File: src/rtl/mdu_div_seq.sv
// mdu_div_seq - divide/remainder sequencer for the RISC-V M extension.
//
// Sits between the EX stage and an unsigned divide core. Handles
// DIV/DIVU/REM/REMU, resolving divide-by-zero and signed overflow
// locally (1-cycle FIX path). All other ops have their operands converted
// to magnitudes, which are handed to the core. The sign of the returned
// quotient/remainder is then corrected.
//
// Optional feature: define MDU_DIV_CACHE_EN to keep the last completed
// rs1/rs2/signedness with its signed q/r. A matching follow-up op (e.g. REM
// after DIV) then completes in one cycle without using the core.
//
// Ports:
//   clk_i, rst_ni        clock (rising edge), synchronous active-low reset
//   ce_i                 EX presents a divide-class op (held until valid_o)
//   funct3_i             100 DIV, 101 DIVU, 110 REM, 111 REMU
//   rs1_i, rs2_i         dividend, divisor
//   flush_i              abort current op
//   result_o, valid_o    final result and its one-cycle valid pulse
//   stall_o              hold request to the pipeline
//   div_start_o          launch pulse to the unsigned core
//   div_dividend_o       operand magnitude to the core (registered)
//   div_divisor_o        operand magnitude to the core (registered)
//   div_done_i           core completion pulse
//   div_quot_i           unsigned quotient from the core
//   div_rem_i            unsigned remainder from the core
module mdu_div_seq #(
   parameter int XLEN = 32
) (
   input  logic            clk_i,
   input  logic            rst_ni,
   input  logic            ce_i,
   input  logic [2:0]      funct3_i,
   input  logic [XLEN-1:0] rs1_i,
   input  logic [XLEN-1:0] rs2_i,
   input  logic            flush_i,
   output logic [XLEN-1:0] result_o,
   output logic            valid_o,
   output logic            stall_o,
   output logic            div_start_o,
   output logic [XLEN-1:0] div_dividend_o,
   output logic [XLEN-1:0] div_divisor_o,
   input  logic            div_done_i,
   input  logic [XLEN-1:0] div_quot_i,
   input  logic [XLEN-1:0] div_rem_i
);

   typedef enum logic [2:0] {IDLE, FIX, LAUNCH, WAIT, SIGN} state_t;

   localparam logic [XLEN-1:0] ONE     = {{(XLEN-1){1'b0}}, 1'b1};
   localparam logic [XLEN-1:0] INT_MIN = {1'b1, {(XLEN-1){1'b0}}};

   state_t state, state_nxt;

   logic            signed_op, rem_op, accept, div_zero, overflow, special;
   logic            cache_hit;
   logic [XLEN-1:0] special_res, fix_res;
   logic            neg_q, neg_r, is_rem;
   logic [XLEN-1:0] q_signed, r_signed;

   // Two's-complement negate with wrap-around (negating INT_MIN gives INT_MIN).
   function automatic logic [XLEN-1:0] negate(input logic [XLEN-1:0] x);
      return ~x + ONE;
   endfunction

   function automatic logic [XLEN-1:0] magnitude(input logic [XLEN-1:0] x,
                                                 input logic is_signed);
      return (is_signed && x[XLEN-1]) ? negate(x) : x;
   endfunction

   function automatic logic [XLEN-1:0] apply_sign(input logic [XLEN-1:0] x,
                                                  input logic neg);
      return neg ? negate(x) : x;
   endfunction

   assign signed_op = ~funct3_i[0];
   assign rem_op    = funct3_i[1];
   assign accept    = (state == IDLE) & ce_i & funct3_i[2] & ~flush_i;
   assign div_zero  = (rs2_i == '0);
   assign overflow  = signed_op & (rs1_i == INT_MIN) & (rs2_i == '1);
   assign special   = div_zero | overflow;

   // Divide by zero: q = all ones, r = rs1. Overflow: q = rs1, r = 0.
   assign special_res = div_zero ? (rem_op ? rs1_i : '1)
                                 : (rem_op ? '0    : rs1_i);

   assign q_signed = apply_sign(div_quot_i, neg_q);
   assign r_signed = apply_sign(div_rem_i,  neg_r);

`ifdef MDU_DIV_CACHE_EN
   logic            cache_vld, cache_signed;
   logic [XLEN-1:0] cache_rs1, cache_rs2, cache_q, cache_r;

   assign cache_hit = cache_vld & (cache_rs1 == rs1_i) & (cache_rs2 == rs2_i) &
                      (cache_signed == signed_op);
   // Special-case operands never reach the cache, so the two paths never overlap.
   assign fix_res   = special ? special_res : (rem_op ? cache_r : cache_q);

   always_ff @(posedge clk_i) begin
      if (!rst_ni) begin
         cache_vld <= 1'b0;
      end else if (flush_i) begin
         cache_vld <= 1'b0;
      end else if (accept && !special && !cache_hit) begin
         // The key is overwritten now, so the old entry cannot be trusted.
         cache_vld    <= 1'b0;
         cache_rs1    <= rs1_i;
         cache_rs2    <= rs2_i;
         cache_signed <= signed_op;
      end else if (state == WAIT && div_done_i) begin
         cache_q <= q_signed;
         cache_r <= r_signed;
      end else if (state == SIGN) begin
         cache_vld <= 1'b1;
      end
   end
`else
   assign cache_hit = 1'b0;
   assign fix_res   = special_res;
`endif

   always_ff @(posedge clk_i) begin
      if (!rst_ni) state <= IDLE;
      else         state <= state_nxt;
   end

   always_comb begin
      state_nxt   = state;
      valid_o     = 1'b0;
      div_start_o = 1'b0;
      case (state)
         IDLE:    if (accept) state_nxt = (special || cache_hit) ? FIX : LAUNCH;
         FIX:     begin valid_o = 1'b1; state_nxt = IDLE; end
         LAUNCH:  begin div_start_o = 1'b1; state_nxt = WAIT; end
         WAIT:    if (div_done_i) state_nxt = SIGN;
         SIGN:    begin valid_o = 1'b1; state_nxt = IDLE; end
         default: state_nxt = IDLE;
      endcase
      if (flush_i) begin
         state_nxt   = IDLE;
         valid_o     = 1'b0;
         div_start_o = 1'b0;
      end
      stall_o = ce_i & ~valid_o & funct3_i[2];
   end

   always_ff @(posedge clk_i) begin
      if (!rst_ni) begin
         result_o       <= '0;
         div_dividend_o <= '0;
         div_divisor_o  <= '0;
         neg_q          <= 1'b0;
         neg_r          <= 1'b0;
         is_rem         <= 1'b0;
      end else if (accept) begin
         if (special || cache_hit) begin
            result_o <= fix_res;
         end else begin
            div_dividend_o <= magnitude(rs1_i, signed_op);
            div_divisor_o  <= magnitude(rs2_i, signed_op);
            neg_q          <= signed_op & (rs1_i[XLEN-1] ^ rs2_i[XLEN-1]);
            neg_r          <= signed_op & rs1_i[XLEN-1];
            is_rem         <= rem_op;
         end
      end else if (state == WAIT && div_done_i && !flush_i) begin
         result_o <= is_rem ? r_signed : q_signed;
      end
   end

endmodule

File: config.mk
export PLATFORM = sky130hd
export DESIGN_NAME = mdu_div_seq
export DESIGN_NICKNAME = d
export VERILOG_FILES = /design/src/rtl/mdu_div_seq.sv
export SDC_FILE = /design/constraint.sdc
export NUM_CORES = 1
export LEC_CHECK = 0
export BUFFER_PORTS_ARGS = -buffer_cell sky130_fd_sc_hd__clkbuf_2
export CAP_MARGIN = 5
export CORE_MARGIN = 2
export CORE_UTILIZATION = 41
export DETAILED_ROUTE_END_ITERATION = 8
export PLACE_DENSITY = 0.69
export SLEW_MARGIN = 20
export SYNTH_ARGS = -nofsm -noshare
export SYNTH_HDL_FRONTEND = slang
export SYNTH_SLANG_ARGS = --single-unit
export TNS_END_PERCENT = 10
File: constraint.sdc
create_clock -name clk_i -period 2.6 [get_ports clk_i]
set_clock_uncertainty 0.15 [all_clocks]
set_input_delay 0.26 -clock clk_i [delete_from_list [all_inputs] [get_ports clk_i]]
set_output_delay 0.26 -clock clk_i [all_outputs]
set_load 0.02 [all_outputs]
==> reports/metrics.cfg, run 1 <==
[floorplanning]
floorplan.core_area_mm2=0.01736
floorplan.rows=48
initial_utilization_pct=42.01
die_width_um=137.4
die_h_um=137.4
die_area_mm2=0.01887
boundaryPins=235

[setup_path]
worst_r2r_startpoint=state[1]$_SDFFE_PP0P_
critPathCaptureType=flip-flop
crit_arrival_ps=2650
cp_data_required_time_ps=2690
cp-start-kind=primary input
worst_r2r_endpoint=result_o[18]$_SDFFE_PN0P_
r2r_slack_ps=270
reg2regPathDepth=8
critPathKind=primary input to flip-flop
critical_path.max_fanout=11

[drt]
average_wire_per_cell_in_the_routed_design_um=17.39
vias=8361
post-route-drc-count=0
avgViaCountPerCell=5.615
drt_wl_total_um=25890
drt_iter0_drcs=585
drt_first_pass_iters=5
ant_nets=0

[min_path]
timing.hold.worst_endpoint=is_rem$_SDFFE_PN0P_
hold_path_class=primary input to flip-flop
worstHoldPathCells=3
holdCritStartpoint=funct3_i[1]

[synthesis]
synthesis.area_per_instance_um2=7.789
synthFlopType=dfxtp_1
syn_area_mm2=0.007291
seq_area_frac_synth_pct=28.01
synth.yosys.warnings=0
async_reset_ff_share_pct=0
post_synth_inst_count=936
synth_enable_flop_cells=0
synth_cell_types=63
synth_fp_nets=1077
ys_seq_elements=102

[layout]
seq_area_mm2=0.002042
layout_commonest_cell=clkbuf_2
flow.area_growth_from_synthesis_pct=39.28
multiInputGateArea_mm2=0.005005
share_of_final_layout_standard_cells_stronger_than_drive_strength_1_pct=34.81
diodes=0
final_cell_mix=clkbuf_2 (234), buf_4 (132), nor2_1 (104)
layoutNonFillerInstCount=1489
final.fill_count=1650
nNetsFinal=1400

[sta]
rsz0062_at_grt=yes
final-hold-violation-count=0
final_critical_period_ps=2560
fin_crit_sh_pct=98.45
setup_viol_count_final=0
tightest_slew_ps=748.4
relSlewSlack_pct=50.11
timing.final.max_slew_violations=0
final_critical_path_setup_slack_ps=40.37
max_clock_freq_mhz=390.7

[grt]
grt.overflow.total=0
antenna_found_initial=0
grt_util_all_layers_pct=26.58
grt_first_pass_wirelength_um=39470
largest_net_degree_at_the_start_of_global_routing=48
number_of_global_route_vias_before_repair=7406

[clocking]
clock_pin_slew_on_the_worst_setup_and_hold_paths_ps=70
clkLatencyLatePin_ps=350
htreeDepth=3
cts_root_buffer_type=clkbuf_16
cts_buffers=9
hold_buffers=0
tritoncts=done
clockBufferDepth=2
cts.sinks=102

[power]
cellPowerDensity_mw_per_mm2=403.5
totalPowerFinal_w=0.004098
ir_worst_vdd_v=0.0003034
static-leakage-power_nw=4.074

[placement]
buffer_ports.inserted=234
place_ws_ps=-374.6
finalWeightedCongestion=0.9157
detailedPlacementHpwl_um=20340
place.detailed.instances=1467

[job]
maxCapViolCount=0

[run_status]
status=completed

## cells by family after synthesis
group	count (synthesis)	synth area share [%]
muxes	1	0.1373
adders and majority gates	36	5.114
DFF	102	28.01
buffers and inverters	86	5.303
AOI/OAI and AO/OA	298	26.98
and+or+nand+nor	297	20.53
xor gates and xnor gates	116	13.94
## worst max-delay path by stage
stage               depth (start not counted)          from                   endpoint
CTS                                         8  div_rem_i[6]  result_o[27]$_SDFFE_PN0P_
global placement                            8  div_rem_i[6]  result_o[21]$_SDFFE_PN0P_
finish                                     10     rs2_i[20]  result_o[26]$_SDFFE_PN0P_
floorplan                                   8     rs2_i[20]   result_o[9]$_SDFFE_PN0P_
detailed placement                          8  div_rem_i[6]  result_o[27]$_SDFFE_PN0P_
global route                               10     rs2_i[20]  result_o[26]$_SDFFE_PN0P_
## layer usage
layer	wire [um]	up-vias	share of wire [%]	GRT usage, %
li1	-	4111	-	-
met3	1703	41	6.6	3.164
met1	12090	3869	47	38.34
met2	11450	340	44	41.16
met4	650	0	2.5	8.419
met5	0	-	0	0
## worst max-delay path, cell delays in order
cell	delay [ps]
clkbuf_2	90
or4_4	530
or4_4	450
buf_4	160
buf_4	140
nor4_4	230
buf_12	180
maj3_1	180
nor3_1	60
a2111oi_2	360
## where the power goes
| group | switching (W) | internal, W | total, W |
|---|---|---|---|
| combinational | 0.000573 | 0.000428 | 0.00100 |
| clock | 0.000609 | 0.000843 | 0.00145 |
| sequential | 0.0000293 | 0.00162 | 0.00164 |
## Yosys cell counts, types with 5 or more instances
library cell	n	area, um2
a211oi_1	55	412.9
a21oi_1	72	360.4
a22oi_1	12	90.09
a31oi_1	13	81.33
and2_1	5	31.28
buf_2	9	45.04
buf_6	6	67.56
clkbuf_1	50	187.7
dfxtp_1	102	2042
ha_1	5	62.56
inv_1	17	63.81
maj3_1	31	310.3
nand2_1	58	217.7
nand2b_1	9	56.30
nand3_1	15	75.07
nand4_1	14	87.58
nor2_1	104	390.4
nor2b_1	5	31.28
nor3_1	19	95.09
nor4_1	12	75.07
o211ai_1	13	97.59
o21ai_0	64	320.3
o21ai_1	5	25.02
o31ai_1	17	127.6
o41ai_1	23	201.4
or2_2	8	50.05
or3_1	13	81.33
or4_1	15	112.6
xnor2_1	70	613.1
xor2_1	46	402.9
## registers in the layout, summed over array words and instances (netlist names)
signal,cells
div_dividend_o,32
div_divisor_o,32
result_o,32
state,3
is_rem,1
neg_q,1
neg_r,1
## metrics by stage
| step | area, um2 | TNS, ps | util (%) | hold WS, ps |
|---|---|---|---|---|
| 2_1_floorplan | 7340 | -3811 | - | 246.0 |
| 3_3_place_gp | 9641 | -22990 | 55.54 | 291.5 |
| 3_5_place_dp | 9641 | -26370 | 55.54 | 299.8 |
| 4_1_cts | 10000 | 0 | 57.63 | 65.85 |
| 5_1_grt | 10150 | -105.4 | 58.51 | 97.12 |
| 6_report | 10150 | 0 | 58.51 | 63.63 |
## area by class of cell
class / count / share of cell area (%)
Timing Repair Buffer: 380 / 24.10
Sequential cell: 102 / 20.11
Tap cell: 225 / 2.772
Clock buffer: 10 / 2.255
Multi-Input combinational cell: 749 / 49.29
Clock inverter: 6 / 0.8502
Inverter: 17 / 0.6284
## what timing repair did
item | 4_1_cts | 5_1_grt
setup buffers | 2 | 0
gates resized for setup | 1 | 20
setup endpoints to repair | 1 | 50
cloned | 1 | 3
pin swaps | 6 | 7
No activity file was read; power rests on OpenSTA's default activity.
==> inputs of run 2 (changes only) <==
--- a/config.mk
+++ b/config.mk
@@ -12,4 +12,5 @@
 export DETAILED_ROUTE_END_ITERATION = 8
 export PLACE_DENSITY = 0.69
+export SKIP_LAST_GASP = 1
 export SLEW_MARGIN = 20
 export SYNTH_ARGS = -nofsm -noshare
--- a/constraint.sdc
+++ b/constraint.sdc
@@ -3,3 +3,3 @@
 set_input_delay 0.26 -clock clk_i [delete_from_list [all_inputs] [get_ports clk_i]]
 set_output_delay 0.26 -clock clk_i [all_outputs]
-set_load 0.02 [all_outputs]
+set_load 0.1 [all_outputs]
==> run 2 against run 1 <==
Effect of this change: the flow now finishes with violations (setup timing); sequential cell count is the same; sequential power about the same; combinational power grew 32%; largest cell class unchanged; largest power group unchanged; power grew 8.8%.
==> reports/metrics.cfg, run 2 (synthesized netlist as in run 1, its figures left out) <==
[floorplanning]
die_width_um=137.4  ; unchanged
boundaryPins=235  ; unchanged
die_h_um=137.4  ; unchanged
floorplan.rows=48  ; unchanged
initial_utilization_pct=42.01  ; unchanged
floorplan.core_area_mm2=0.01736  ; unchanged
die_area_mm2=0.01887  ; unchanged

[setup_path]
critPathCaptureType=flip-flop
cp_data_required_time_ps=2740  ; +50 ps
critical_path.max_fanout=6  ; -5
critPathKind=primary input to flip-flop
cp-start-kind=primary input
crit_arrival_ps=2760  ; +110 ps

[clocking]
cts.sinks=102  ; unchanged
tritoncts=done
clockBufferDepth=2  ; unchanged
clock_pin_slew_on_the_worst_setup_and_hold_paths_ps=70  ; about the same
cts_root_buffer_type=clkbuf_16
htreeDepth=3  ; unchanged
clkLatencyLatePin_ps=360  ; about the same
cts_buffers=9  ; unchanged

[drt]
drt_wl_total_um=25750  ; -0.54%
ant_nets=0  ; unchanged
average_wire_per_cell_in_the_routed_design_um=17.23  ; -0.94%
avgViaCountPerCell=5.601  ; -0.26%
post-route-drc-count=0  ; unchanged
drt_first_pass_iters=5  ; unchanged
drt_iter0_drcs=723  ; +24%
vias=8373  ; +0.14%

[layout]
post-route-cell-area_mm2=0.01014  ; -0.11%
nNetsFinal=1404  ; +0.29%
share_of_final_layout_standard_cells_stronger_than_drive_strength_1_pct=35.02  ; +0.21 points
layout_commonest_cell=clkbuf_2
top_registers=div_dividend_o (32), div_divisor_o (32), result_o (32)
final.fill_count=1603  ; -2.8%
flow.area_growth_from_synthesis_pct=39.13
final_cell_mix=clkbuf_2 (234), buf_4 (140), nor2_1 (102), dfxtp_1 (102), a21oi_1 (72)

[power]
power_switching_w=0.001542  ; +27%
sw_share_pct=34.60  ; +5.0 points
ir_worst_vdd_v=0.0003423  ; +13%
p_int_w=0.002916  ; +1.0%
power_frac_comb_pct=29.5  ; +5.1 points
clock_power_share_pct=33.6  ; -1.8 points
cellPowerDensity_mw_per_mm2=439.5  ; +8.9%
power.share.sequential_pct=36.9  ; -3.2 points
static-leakage-power_nw=4.100  ; +0.63%

[min_path]
hold_path_class=primary input to flip-flop

[placement]
place_ws_ps=-392.3  ; -17.73 ps
buffer_ports.inserted=234  ; unchanged
finalWeightedCongestion=0.9150  ; about the same
detailedPlacementHpwl_um=20240  ; -0.51%
detailed_place.area_mm2=0.009709  ; +0.71%

[sta]
tightest_slew_ps=728.1  ; -20.28 ps
setup_tns_ps=-105.2  ; -105.2 ps
final-hold-violation-count=0  ; unchanged
final_critical_path_setup_slack_ps=-23.42  ; -63.79 ps
max_clock_freq_mhz=381.2  ; -2.4%
rsz0062_at_grt=yes
setup_viol_count_final=10  ; +10
fin_crit_sh_pct=100.9  ; +2.5 points
timing.final.max_slew_violations=0  ; unchanged
final_critical_period_ps=2623  ; +63.79 ps
relSlewSlack_pct=51.46  ; +1.4 points

[grt]
grt_first_pass_wirelength_um=39320  ; -0.37%
antenna_found_initial=1  ; +1
grt.overflow.total=0  ; unchanged
grt_util_all_layers_pct=26.53  ; -0.054 points
largest_net_degree_at_the_start_of_global_routing=58  ; +21%
number_of_global_route_vias_before_repair=7685  ; +3.8%

[run_status]
violations=setup timing
status=finished with violations

[job]
maxCapViolCount=0  ; unchanged

==> run 2: cell type report <==
cell class | count | area (um2) | area share, %
well taps | 225 | 281.5 | 2.775
clock inverters | 5 | 81.33 | 0.8018
diodes | 2 | 5.005 | 0.04934
multi-input cells | 748 | 4992 | 49.22
inverters | 17 | 63.81 | 0.6291
repair buffers | 385 | 2435 | 24.00
flip-flops and latches | 102 | 2042 | 20.13
clock buffers | 11 | 242.7 | 2.393
==> run 2: worst max-delay path, stage by stage <==
cell,delay [ps]
clkbuf_2,90
or4_4,540
or4_4,550
or4_4,480
o41ai_4,70
buf_6,170
a21o_4,190
buf_4,150
o211ai_1,80
a21oi_1,170
==> run 2: path summary, 6_finish.rpt <==
path / startpoint / to / slack (ps) / cells past startpoint
worst min register to register: div_divisor_o[31]$_SDFFE_PN0P_ / div_divisor_o[31]$_SDFFE_PN0P_ / 310 / 2
worst max-delay path: rs2_i[20] / result_o[20]$_SDFFE_PN0P_ / -20 / 10
worst min-delay path: funct3_i[1] / is_rem$_SDFFE_PN0P_ / 40 / 3
worst max register to register: state[1]$_SDFFE_PP0P_ / result_o[20]$_SDFFE_PN0P_ / 310 / 8
==> run 2: layer usage <==
layer / share of wire [%] / vias to the layer above / track usage, %
li1: - / 4109 / -
met1: 46 / 3864 / 37.09
met2: 44 / 349 / 40.69
met3: 6.9 / 51 / 4.231
met4: 3.1 / 0 / 10.54
met5: 0 / - / 0
==> run 2: power by group through the flow <==
| stage | clock network, W | registers [W] | logic [W] |
|---|---|---|---|
| 2_1_floorplan | 0 | 0.00205 | 0.000448 |
| 3_3_place_gp | 0 | 0.00168 | 0.00128 |
| 3_5_place_dp | 0 | 0.00168 | 0.00129 |
| 4_1_cts | 0.00151 | 0.00165 | 0.00130 |
| 5_1_grt | 0.00157 | 0.00165 | 0.00141 |
| 6_report | 0.00150 | 0.00165 | 0.00132 |
==> run 2: repair_timing <==
action,CTS,global route
buffers inserted,0,1
hold buffers,0,0
cloned,0,2
endpoints found under the setup margin,1,99
resized for setup,1,10
pin swaps,0,1
==> run 2: through the flow <==
stage	power [W]	hold slack (ps)	cells	utilization (%)
global route	0.004626	70.50	1494	58.43
CTS	0.004456	34.38	1490	57.86
floorplan	0.002496	246.0	936	-
global placement	0.002961	290.1	1474	55.94
detailed placement	0.002973	299.4	1474	55.94
finish	0.004458	38.08	1495	58.44
==> inputs of run 3 (changes only) <==
- GPL_ROUTABILITY_DRIVEN: not set -> 0
- GPL_TIMING_DRIVEN: not set -> 0
==> run 3 against run 2 <==
Effect of this change: the flow still finishes with violations (setup timing); utilization decreased by 3.0 points; power decreased by 4.1%; global-route usage increased by 1.1 points; critical path type unchanged; largest cell class unchanged; largest power group unchanged.
==> reports/metrics.cfg, run 3 (synthesized netlist as in run 1, its figures left out) <==
[sta]
rsz0062_at_grt=yes
final_critical_path_setup_slack_ps=-72.31  ; -48.89 ps
max_clock_freq_mhz=374.2  ; -1.8%
relSlewSlack_pct=39.60  ; -12 points
setup_tns_ps=-674.6  ; -569.4 ps
final_critical_period_ps=2672  ; +48.89 ps
fin_crit_sh_pct=102.8  ; +1.9 points
final-hold-violation-count=0  ; unchanged
tightest_slew_ps=897.8  ; +169.6 ps
timing.final.max_slew_violations=0  ; unchanged
setup_viol_count_final=27  ; +17

[grt]
grt_util_all_layers_pct=27.59  ; +1.1 points
grt.overflow.total=0  ; unchanged
grt_first_pass_wirelength_um=40360  ; +2.6%
number_of_global_route_vias_before_repair=7440  ; -3.2%
largest_net_degree_at_the_start_of_global_routing=16  ; -72%
antenna_found_initial=0  ; -1

[setup_path]
worst_r2r_startpoint=state[1]$_SDFFE_PP0P_
worst_r2r_endpoint=neg_q$_SDFFE_PN0P_
reg2regPathDepth=5  ; -3
crit_arrival_ps=2770  ; about the same
cp_data_required_time_ps=2690  ; -50 ps
critPathKind=primary input to flip-flop
r2r_slack_ps=110  ; -200 ps
critPathCaptureType=flip-flop
cp-start-kind=primary input
critical_path.max_fanout=10  ; +4
setup.worst_path.start=div_rem_i[5]
timing.critical_path.to=result_o[27]$_SDFFE_PN0P_

[drt]
drt_first_pass_iters=5  ; unchanged
drt_iter0_drcs=610  ; -16%
vias=8310  ; -0.75%
drt_wl_total_um=27290  ; +5.9%
average_wire_per_cell_in_the_routed_design_um=19.12  ; +11%
avgViaCountPerCell=5.823  ; +4.0%
post-route-drc-count=0  ; unchanged
ant_nets=0  ; unchanged

[run_status]
status=finished with violations
violations=setup timing

[floorplanning]
floorplan.core_area_mm2=0.01736  ; unchanged
initial_utilization_pct=42.01  ; unchanged
boundaryPins=235  ; unchanged
die_width_um=137.4  ; unchanged
floorplan.rows=48  ; unchanged
die_h_um=137.4  ; unchanged
die_area_mm2=0.01887  ; unchanged

[layout]
final.fill_count=1660  ; +3.6%
diodes=0  ; -2
final_util_pct=55.40  ; -3.0 points
layout_commonest_cell=clkbuf_2
layoutNonFillerInstCount=1427  ; -4.5%
flow.area_growth_from_synthesis_pct=31.89
nNetsFinal=1338  ; -4.7%
seq_area_mm2=0.002042  ; unchanged
final_cell_mix=clkbuf_2 (235), dfxtp_1 (102), nor2_1 (100)
top_registers=div_dividend_o (32), div_divisor_o (32), result_o (32)
multiInputGateArea_mm2=0.005167  ; +3.5%
share_of_final_layout_standard_cells_stronger_than_drive_strength_1_pct=29.78  ; -5.2 points

[power]
sw_share_pct=36.11  ; +1.5 points
ir_worst_vdd_v=0.0003750  ; +9.5%
power_frac_comb_pct=30.0  ; +0.5 points
cellPowerDensity_mw_per_mm2=444.8  ; +1.2%
totalPowerFinal_w=0.004277  ; -4.1%
power_switching_w=0.001544  ; +0.13%
clock_power_share_pct=31.5  ; -2.1 points
power.share.sequential_pct=38.5  ; +1.6 points
static-leakage-power_nw=3.660  ; -11%
p_int_w=0.002733  ; -6.3%

[clocking]
cts_buffers=9  ; unchanged
cts.sinks=102  ; unchanged
clock_pin_slew_on_the_worst_setup_and_hold_paths_ps=70  ; about the same
clockBufferDepth=2  ; unchanged
tritoncts=done
cts_root_buffer_type=clkbuf_16
clkLatencyLatePin_ps=350  ; about the same
hold_buffers=0  ; unchanged
htreeDepth=3  ; unchanged

[placement]
detailedPlacementHpwl_um=21460  ; +6.0%
place.detailed.instances=1395  ; -5.4%
buffer_ports.inserted=234  ; unchanged

[job]
maxCapViolCount=0  ; unchanged

[min_path]
hold_path_class=primary input to flip-flop

run 3: worst min path at each step:
stage / start / end / slack [ps] / cells past startpoint
floorplan: rs1_i[0] / div_dividend_o[0]$_SDFFE_PN0P_ / 250 / 2
global placement: div_divisor_o[31]$_SDFFE_PN0P_ / div_divisor_o[31]$_SDFFE_PN0P_ / 290 / 2
detailed placement: div_divisor_o[31]$_SDFFE_PN0P_ / div_divisor_o[31]$_SDFFE_PN0P_ / 300 / 2
CTS: rs2_i[0] / div_divisor_o[0]$_SDFFE_PN0P_ / 50 / 3
global route: rs2_i[0] / div_divisor_o[0]$_SDFFE_PN0P_ / 70 / 3
finish: rs2_i[0] / div_divisor_o[0]$_SDFFE_PN0P_ / 50 / 3
run 3: layout make-up:
class                   instances  area share [%]
inverters                      17          0.6636
plain buffers                  66           4.099
multi-input cells             748           53.74
repair buffers                253           14.38
flip-flops and latches        102           21.24
well taps                     225           2.928
clock inverters                 4          0.4945
clock buffers                  12           2.459
run 3: through the flow:
step,area (um2),hold slack [ps],setup WS [ps]
6_report,9615,50.27,-72.31
5_1_grt,9615,70.05,-151.5
4_1_cts,9296,49.33,-75.90
3_5_place_dp,8837,298.8,-796.5
2_1_floorplan,7385,246.0,-374.7
3_3_place_gp,8837,288.3,-795.0
run 3: what timing repair did:
| action | in CTS | in global routing |
|---|---|---|
| hold endpoints to repair | 0 | 0 |
| setup endpoints to repair | 100 | 100 |
| cloned | 1 | 2 |
| resized for setup | 26 | 62 |
| setup buffers | 7 | 9 |
| pin swaps | 4 | 7 |
run 3: power by group through the flow:
stage / clock, W / combinational [W] / sequential (W)
floorplan: 0 / 0.000448 / 0.00205
global placement: 0 / 0.00120 / 0.00168
detailed placement: 0 / 0.00121 / 0.00168
CTS: 0.00134 / 0.00123 / 0.00165
global route: 0.00141 / 0.00136 / 0.00165
finish: 0.00135 / 0.00128 / 0.00165
run 3: critical path: stages:
cell      delay (ps)
clkbuf_2         100
or4_4            530
or4_4            490
buf_6            160
or3_4            400
o41ai_4          370
xnor2_1          140
a22oi_1          220
a21oi_1           90
run 3: routing by layer:
layer / wire [um] / global-route usage (%) / vias to the layer above
met5: 0 / 0 / -
met4: 821 / 8.477 / 0
met3: 2321 / 4.378 / 57
met2: 12320 / 44.91 / 447
met1: 11820 / 37.41 / 3845
li1: - / - / 3961
